[config.mk]
export PLATFORM = sky130hd
export DESIGN_NAME = score_bcd_ctrl_flat
export DESIGN_NICKNAME = d
export VERILOG_FILES = /design/src/rtl/score_bcd_if.sv /design/src/rtl/score_bcd_ctrl.sv /design/src/flat_wrapper.sv
export SDC_FILE = /design/constraint.sdc
export NUM_CORES = 1
export LEC_CHECK = 0
export ABC_AREA = 1
export CORE_ASPECT_RATIO = 1.75
export CORE_MARGIN = 3
export CORE_UTILIZATION = 56
export CTS_CLUSTER_DIAMETER = 30
export DETAILED_ROUTE_END_ITERATION = 16
export PLACE_DENSITY = 0.8
export SLEW_MARGIN = 25
export SYNTH_ARGS = -nofsm -noshare
export SYNTH_HDL_FRONTEND = slang
export SYNTH_SLANG_ARGS = --single-unit
export TNS_END_PERCENT = 10
[constraint.sdc]
create_clock -name clk -period 4.85 [get_ports clk]
set_clock_uncertainty 0.1 [all_clocks]
set_input_delay 1.455 -clock clk [delete_from_list [all_inputs] [get_ports clk]]
set_output_delay 1.455 -clock clk [all_outputs]
set_load 0.01 [all_outputs]
[src/rtl/score_bcd_if.sv]
// Score-to-BCD request/result bundle: the master drives score/load, the converter
// returns busy, the bcd_valid strobe, sat and three digit codes.
interface score_bcd_if;
  logic [15:0] score;
  logic        load;
  logic        busy;
  logic        bcd_valid;
  logic        sat;
  logic [3:0]  digit0;
  logic [3:0]  digit1;
  logic [3:0]  digit2;

  modport master (
    output score, load,
    input  busy, bcd_valid, sat, digit0, digit1, digit2
  );

  modport slave (
    input  score, load,
    output busy, bcd_valid, sat, digit0, digit1, digit2
  );
endinterface

[src/rtl/score_bcd_ctrl.sv]
// Saturating binary-to-BCD score converter (double-dabble, 10 shift cycles) with one queued request.
// Define SCORE_LZ_BLANK_EN to blank leading zero hundreds/tens digits with code 4'hF.
module score_bcd_ctrl #(
  parameter int SAT_MAX = 999
) (
  input  logic         clk,
  input  logic         rst_n,
  score_bcd_if.slave   bus
);

  typedef enum logic [1:0] {IDLE, SHIFT, DONE} state_t;

  state_t      state_reg;
  logic [9:0]  bin_reg;
  logic [11:0] bcd_reg;
  logic [3:0]  cnt_reg;
  logic        sat_flag_reg;
  logic        pend_reg;
  logic [15:0] pend_score_reg;
  logic        busy_reg;
  logic        valid_reg;
  logic        sat_reg;
  logic [3:0]  digit0_reg;
  logic [3:0]  digit1_reg;
  logic [3:0]  digit2_reg;

  logic [15:0] start_score;
  logic        start_sat;
  logic [9:0]  start_bin;
  logic [11:0] bcd_adj;
  logic [21:0] dd_shift;
  logic [3:0]  hund_out;
  logic [3:0]  tens_out;

  // A fresh load in DONE wins over the queued score.
  assign start_score = (state_reg == DONE && !bus.load) ? pend_score_reg : bus.score;
  assign start_sat   = (start_score > 16'(SAT_MAX));
  assign start_bin   = start_sat ? 10'(SAT_MAX) : start_score[9:0];

  generate
    for (genvar gi = 0; gi < 3; gi++) begin : g_adj
      assign bcd_adj[gi*4 +: 4] = (bcd_reg[gi*4 +: 4] >= 4'd5) ? bcd_reg[gi*4 +: 4] + 4'd3
                                                               : bcd_reg[gi*4 +: 4];
    end
  endgenerate

  assign dd_shift = {bcd_adj, bin_reg} << 1;

`ifdef SCORE_LZ_BLANK_EN
  assign hund_out = (bcd_reg[11:8] == 4'd0) ? 4'hF : bcd_reg[11:8];
  assign tens_out = (bcd_reg[11:8] == 4'd0 && bcd_reg[7:4] == 4'd0) ? 4'hF : bcd_reg[7:4];
`else
  assign hund_out = bcd_reg[11:8];
  assign tens_out = bcd_reg[7:4];
`endif

  always_ff @(posedge clk or negedge rst_n) begin
    if (!rst_n) begin
      state_reg      <= IDLE;
      bin_reg        <= '0;
      bcd_reg        <= '0;
      cnt_reg        <= '0;
      sat_flag_reg   <= 1'b0;
      pend_reg       <= 1'b0;
      pend_score_reg <= '0;
      busy_reg       <= 1'b0;
      valid_reg      <= 1'b0;
      sat_reg        <= 1'b0;
      digit0_reg     <= '0;
      digit1_reg     <= '0;
      digit2_reg     <= '0;
    end else begin
      valid_reg <= 1'b0;
      case (state_reg)
        IDLE: begin
          if (bus.load) begin
            bin_reg      <= start_bin;
            sat_flag_reg <= start_sat;
            bcd_reg      <= '0;
            cnt_reg      <= '0;
            busy_reg     <= 1'b1;
            state_reg    <= SHIFT;
          end
        end
        SHIFT: begin
          bcd_reg <= dd_shift[21:10];
          bin_reg <= dd_shift[9:0];
          cnt_reg <= cnt_reg + 4'd1;
          if (cnt_reg == 4'd9) begin
            state_reg <= DONE;
          end
          if (bus.load) begin
            pend_reg       <= 1'b1;
            pend_score_reg <= bus.score;
          end
        end
        DONE: begin
          digit0_reg <= bcd_reg[3:0];
          digit1_reg <= tens_out;
          digit2_reg <= hund_out;
          sat_reg    <= sat_flag_reg;
          valid_reg  <= 1'b1;
          // A load arriving in DONE is still a load-while-busy, so it chains too.
          if (pend_reg || bus.load) begin
            bin_reg      <= start_bin;
            sat_flag_reg <= start_sat;
            bcd_reg      <= '0;
            cnt_reg      <= '0;
            pend_reg     <= 1'b0;
            state_reg    <= SHIFT;
          end else begin
            busy_reg  <= 1'b0;
            state_reg <= IDLE;
          end
        end
        default: begin
          busy_reg  <= 1'b0;
          state_reg <= IDLE;
        end
      endcase
    end
  end

  assign bus.busy      = busy_reg;
  assign bus.bcd_valid = valid_reg;
  assign bus.sat       = sat_reg;
  assign bus.digit0    = digit0_reg;
  assign bus.digit1    = digit1_reg;
  assign bus.digit2    = digit2_reg;

endmodule

[src/flat_wrapper.sv]
// flat-port wrapper written by rule: the top's interface ports become plain ports
module score_bcd_ctrl_flat 
#(
  parameter int SAT_MAX = 999
)
  (clk, rst_n, bus_score, bus_load, bus_busy, bus_bcd_valid, bus_sat, bus_digit0, bus_digit1, bus_digit2);
  score_bcd_if bus_i ();
  input  logic clk;
  input  logic rst_n;
  input wire logic [$bits(bus_i.score)-1:0] bus_score;
  input wire logic [$bits(bus_i.load)-1:0] bus_load;
  output wire logic [$bits(bus_i.busy)-1:0] bus_busy;
  output wire logic [$bits(bus_i.bcd_valid)-1:0] bus_bcd_valid;
  output wire logic [$bits(bus_i.sat)-1:0] bus_sat;
  output wire logic [$bits(bus_i.digit0)-1:0] bus_digit0;
  output wire logic [$bits(bus_i.digit1)-1:0] bus_digit1;
  output wire logic [$bits(bus_i.digit2)-1:0] bus_digit2;
  assign bus_i.score = bus_score;
  assign bus_i.load = bus_load;
  assign bus_busy = bus_i.busy;
  assign bus_bcd_valid = bus_i.bcd_valid;
  assign bus_sat = bus_i.sat;
  assign bus_digit0 = bus_i.digit0;
  assign bus_digit1 = bus_i.digit1;
  assign bus_digit2 = bus_i.digit2;
  score_bcd_ctrl #(.SAT_MAX(SAT_MAX)) u_core (.clk(clk), .rst_n(rst_n), .bus(bus_i));
endmodule
## Word level (Yosys, flattened, before mapping)

Index checks and enable logic that the tools add are counted.

- Bits of input ports: 19
- Word-level logic and storage cells: 70
- Output and inout bits: 15
- Register bits after elaboration: 61

- Eq/ne operators: 8
- Mux-type cells: 27
- Add/subtract/negate cells: 4
- Order comparisons: 4
- Bitwise gates (word level): 1
- Reduce and logical (&&, ||, !) cells: 13

Operators by type and width:

| kind | number |
|---|---|
| 12-bit one-hot mux with 3 select lines | 1 |
| 10-bit two-way mux | 3 |
| 10-bit one-hot mux with 3 select lines | 1 |
| 12-bit two-way mux | 2 |
| 16-bit by 10-bit > comparator with 1-bit output, second input constant | 1 |
| 16-bit two-way mux | 1 |
| 4-bit two-way mux | 4 |
| 4-bit by 3-bit greater-or-equal comparator with 1-bit output, second input constant | 3 |
| 4-bit one-hot mux with 3 select lines | 1 |
| 3-bit AND reduction | 4 |
| 4-bit by 2-bit adder with 4-bit output, second input constant | 2 |
| 2-bit != test, second input constant | 4 |
| 1-bit two-way mux | 7 |
| 2-bit one-hot mux with 3 select lines | 1 |
| 4-bit by 1-bit adder with 4-bit output, second input constant | 1 |
| 4-bit == test, second input constant | 1 |
| 2-bit two-way mux | 2 |
| 1-bit one-hot mux with 2 select lines | 2 |
| 2-bit AND reduction | 2 |
| 2-bit nonzero test | 2 |
| 3-bit by 2-bit adder with 3-bit output, second input constant | 1 |
| 3-bit two-way mux | 1 |
| 1-bit one-hot mux with 3 select lines | 1 |
| 3-bit nonzero test | 1 |
| other kinds (8) | 8 |

## Logic depth before layout (Yosys ltp)

- Word-level depth: 7
- Depth in mapped cells: 11
- Depth with buffers taken out: 11

## Worst setup path before layout

No wires, ideal clock.

- Path type: input to register
- From: input port bus_load
- To: register u_core.bin_reg[3]
- Cell stages on the path: 9
- Required time: 4623 ps
- Slack: 2312 ps
- Arrival time: 2311 ps
- Buffers on the path: 1
- Setup time: 127 ps
- Cell sequence: inv_2 -> nand3_2 -> buf_6 -> nand2_2 -> nand2_1 -> a21oi_1 -> nand2_2 -> nand2_4 -> o21ai_1

- Word-level cells in the longest chain between the ends: 7
- Elaborated cells on any way between the ends: 12
- Those cells by class: 1 x order compare; 2 x eq/ne; 5 x mux; 4 x reduce/logical

RTL lines:

| item | line | RTL |
|---|---|---|
| start, declared | flat_wrapper.sv:11 | `input wire logic [$bits(bus_i.load)-1:0] bus_load;` |
| 1-bit logical NOT | score_bcd_ctrl.sv:36 | `assign start_score = (state_reg == DONE && !bus.load) ? pend_score_reg : bus.score;` |
| 1-bit logical AND | score_bcd_ctrl.sv:36 |  |
| 16-bit two-way mux | score_bcd_ctrl.sv:36 |  |
| 16-bit by 10-bit > comparator with 1-bit output | score_bcd_ctrl.sv:37 | `assign start_sat = (start_score > 16'(SAT_MAX));` |
| 10-bit two-way mux | score_bcd_ctrl.sv:38 | `assign start_bin = start_sat ? 10'(SAT_MAX) : start_score[9:0];` |
| 10-bit two-way mux, on equally long branches | score_bcd_ctrl.sv:104, score_bcd_ctrl.sv:76 |  |
| 10-bit one-hot mux with 3 select lines | score_bcd_ctrl.sv:74 | `case (state_reg)` |
| end signal, assigned | score_bcd_ctrl.sv:77 | `bin_reg <= start_bin;` |
| end signal, assigned | score_bcd_ctrl.sv:87 | `bin_reg <= dd_shift[9:0];` |
| end signal, assigned | score_bcd_ctrl.sv:105 | `bin_reg <= start_bin;` |
| end, declared | score_bcd_ctrl.sv:14 | `logic [9:0] bin_reg;` |

Several ways; a longest one is shown, not always the timed one. The select of a mux whose other input is x is not followed.
A chain may end at the register's enable or synchronous reset.

## Worst setup path after layout

- From: input port bus_load
- To: register u_core.bin_reg[9]

The elaborated chain is that of the path after synthesis.

==> flow_summary.toml <==
[power]
p_comb_share_pct = 37.5
p_clk_share_pct = 22.9
p_per_area_nw_per_um2 = 636
internal_power_w = 0.00143
leakage_nw = 1.69
ir_drop_uv = 384
seqPwrFrac_pct = 39.6
power_switching_w = 0.000800
swShare_pct = 35.8

[final_layout]
diodes = 0
fin_util_pct = 69.9
largest_reg_flops = 16
drive_gt1_share_pct = 11.9
fillers = 398
final_nets = 392
layout_commonest_cell = "nand2_1"
mostFrequentLayoutCells = "nand2_1 (82), dfrtp_1 (61), inv_1 (32), clkdlybuf4s50_1 (32), nor2_1 (30)"
area.growth.synth_to_final_pct = 19.7
design_area_um2 = 3510

[die]
start_util_pct = 58.4
die_width_um = 60.7
die_area_um2 = 6180
core_area_um2 = 5020
fp.dieH_um = 102
io_pins = 34
num_rows = 34

[synth]
synth_xor_area_share_pct = 1.19
syn_nets = 357
synth-seq-cells = 61
syn_area_per_cell_um2 = 8.89
yosys-top-cells-area = "dfrtp_1 (52%), nand2_1 (10%), o21ai_0 (4.9%), mux2_2 (4.2%), inv_1 (4.1%)"
synth.top_cell.area_share_pct = 52.0
synth-edff-count = 0
synth_area_um2 = 2930
yosysWarnings = 0
muxShareOfSynthArea_pct = 4.61
yosys.area_share.simple_pct = 21.2
synth_fa_ha_area_share_pct = 3.41
synthCells = 330
seq_area_frac_synth_pct = 52.0
synth_top_family_by_area = "simple AND/OR/NAND/NOR gates"
yosysUniqueCellTypes = 29
synthFlopType = "dfrtp_1"
synth_largest_area_cell = "dfrtp_1"
synth_compound_area_share_pct = 11.4
async_flop_share_pct = 100

[critical_path]
crit_top_cell = "nand2_1"
crit_path_start_kind = "input port"
timing.rr.end = "u_core.pend_score_reg[5]"
critical-path-slowest-cell = "clkdlybuf4s50_1"
cp_cell_sequence = "clkdlybuf4s50_1 -> o21ai_0 -> nand2_1 -> o21ai_2 -> inv_1 -> nand2_1 -> o22ai_1"
r2r_slack_ns = 2.46
r2r_cells = 4
cp.depth = 7
arrival_ns = 3.19
worstPathMaxFanout = 17
cp_top_family = "buffers and inverters"
cp.required_ns = 4.96
path_class = "in2reg"
critPathMaxStageDelay_ns = 0.51
critPathLaunch = "bus_load"
r2r_start = "u_core.state_reg[0]"
crit_path_end = "u_core.bin_reg[9]"
endpoint_kind = "register"
path_buf_inv = 2

[grt]
grt_pass1_wl_mm = 10.0
gr-total-overflow = 0
grt_max_degree = 48
grt_pass1_vias = 2375
grt_antenna_before_repair = 0
grt_util_all_layers_pct = 22.0

[timing]
max_freq_mhz = 325
worst_pin_slew_ns = 0.733
period_share_pct = 63.5
fin_ws_ns = 1.77
hold_violations = 0
finalSetupTns_ns = 0
whs_ns = 0.380
setup_viol = 0
fin_crit_ns = 3.08
relSlewSlack_pct = 51.0
maxSlewViolCount = 0
rsz0062_at_grt = "false"

[detailed_routing]
drc = 0
first_iter_violations = 82
wl_per_cell_um = 13.8
vias_per_cell = 5.46
wl_met2_mm = 3.15
dr_total_vias = 2315
dr_wl_met3_um = 210
highest_layer = "met4"
wl_met1_mm = 2.31
drt_first_pass_iters = 4
wirelength_mm = 5.86
ant_nets = 0

[clocking]
clockBufferDepth = 2
clkLatencyLatePin_ns = 0.34
cts_root_buffer = "clkbuf_8"
post_cts_buffers = 0
cts_tree = "yes"
cts.repair.resized = 0
hold_buffers = 0
cts.sinks = 61
cts_buffers = 9
cts_htree_levels = 3
path_clk_slew_ns = 0.06

[outcome]
outcome = "finished, final reports clean"

[hold_path]
hp-class = "reg2reg"
worstHoldStart = "u_core.bus.digit1[1]"

[placement]
dp_slack_ns = 1.41
postPlaceCellArea_um2 = 3280
port_buffers = 33
gp_congestion = 0.865
dp_hpwl_mm = 4.18

[flow_run]
drv_cap = 0
## metrics by stage
| stage | total power (W) | std cells |
|---|---|---|
| CTS | 0.00225 | 424 |
| detailed placement | 0.00173 | 408 |
| global route | 0.00241 | 424 |
| floorplan | 0.00145 | 330 |
| global placement | 0.00169 | 408 |
| finish | 0.00223 | 424 |
## worst min-delay path, delay by kind of cell (launching register included)
| kind | cells | cell delay, ns |
|---|---|---|
| flops | 1 | 0.34 |
| simple gates | 1 | 0.05 |
| compound gates | 1 | 0.05 |
## kinds of logic (layout without fill, tap and decap cells)
kind of cell / Yosys count / count (layout)
muxes: 12 / 12
adders and majority gates: 8 / 8
DFF: 61 / 61
buffers and inverters: 44 / 84
and+or+nand+nor: 143 / 143
xor gates and xnor gates: 4 / 4
AOI/OAI and AO/OA: 58 / 58
## synthesized netlist by cell type, types with 3 or more instances
| master | instances |
|---|---|
| nand4_1 | 3 |
| nand2_1 | 82 |
| nor2_2 | 3 |
| a21oi_1 | 6 |
| nor2_1 | 30 |
| o22ai_1 | 9 |
| nand3_1 | 16 |
| o21ai_1 | 3 |
| ha_1 | 8 |
| clkbuf_1 | 4 |
| o32ai_1 | 4 |
| dfrtp_1 | 61 |
| o21ai_0 | 29 |
| mux2_2 | 11 |
| buf_2 | 5 |
| nand2_4 | 3 |
| nand2_2 | 3 |
| inv_1 | 32 |
| xor2_1 | 3 |
## worst min-delay path by stage
stage | to | slack [ns] | cells after the start
after floorplan | u_core.bin_reg[6] | 0.35 | 2
after global placement | u_core.bin_reg[1] | 0.36 | 2
after detailed placement | u_core.bin_reg[8] | 0.37 | 2
after CTS | u_core.bin_reg[8] | 0.38 | 2
after global routing | u_core.bus.digit1[1] | 0.41 | 2
final | u_core.bus.digit1[1] | 0.38 | 2
## power groups by stage
stage          Combinational (W)  Clock [W]  Sequential (W)
2_1_floorplan           0.000569          0        0.000883
3_3_place_gp            0.000810          0        0.000877
3_5_place_dp            0.000843          0        0.000889
4_1_cts                 0.000846   0.000520        0.000883
5_1_grt                 0.000963   0.000538        0.000910
6_report                0.000837   0.000511        0.000883
## area by class of cell
class	instances	area (um^2)	share of cell area [%]
inverters	34	128	3.64
multi-input cells	225	1230	35.0
clock inverters	4	70.1	2.00
flip-flops and latches	61	1530	43.5
well taps	54	67.6	1.93
repair buffers	34	335	9.55
clock buffers	12	155	4.42
## layer usage
| metal | track usage (%) | vias to the layer above |
|---|---|---|
| li1 | - | 1146 |
| met4 | 17.0 | 0 |
| met3 | 3.44 | 15 |
| met5 | 0 | - |
| met1 | 22.6 | 1095 |
| met2 | 37.8 | 59 |
No activity file was read; power rests on OpenSTA's default activity.
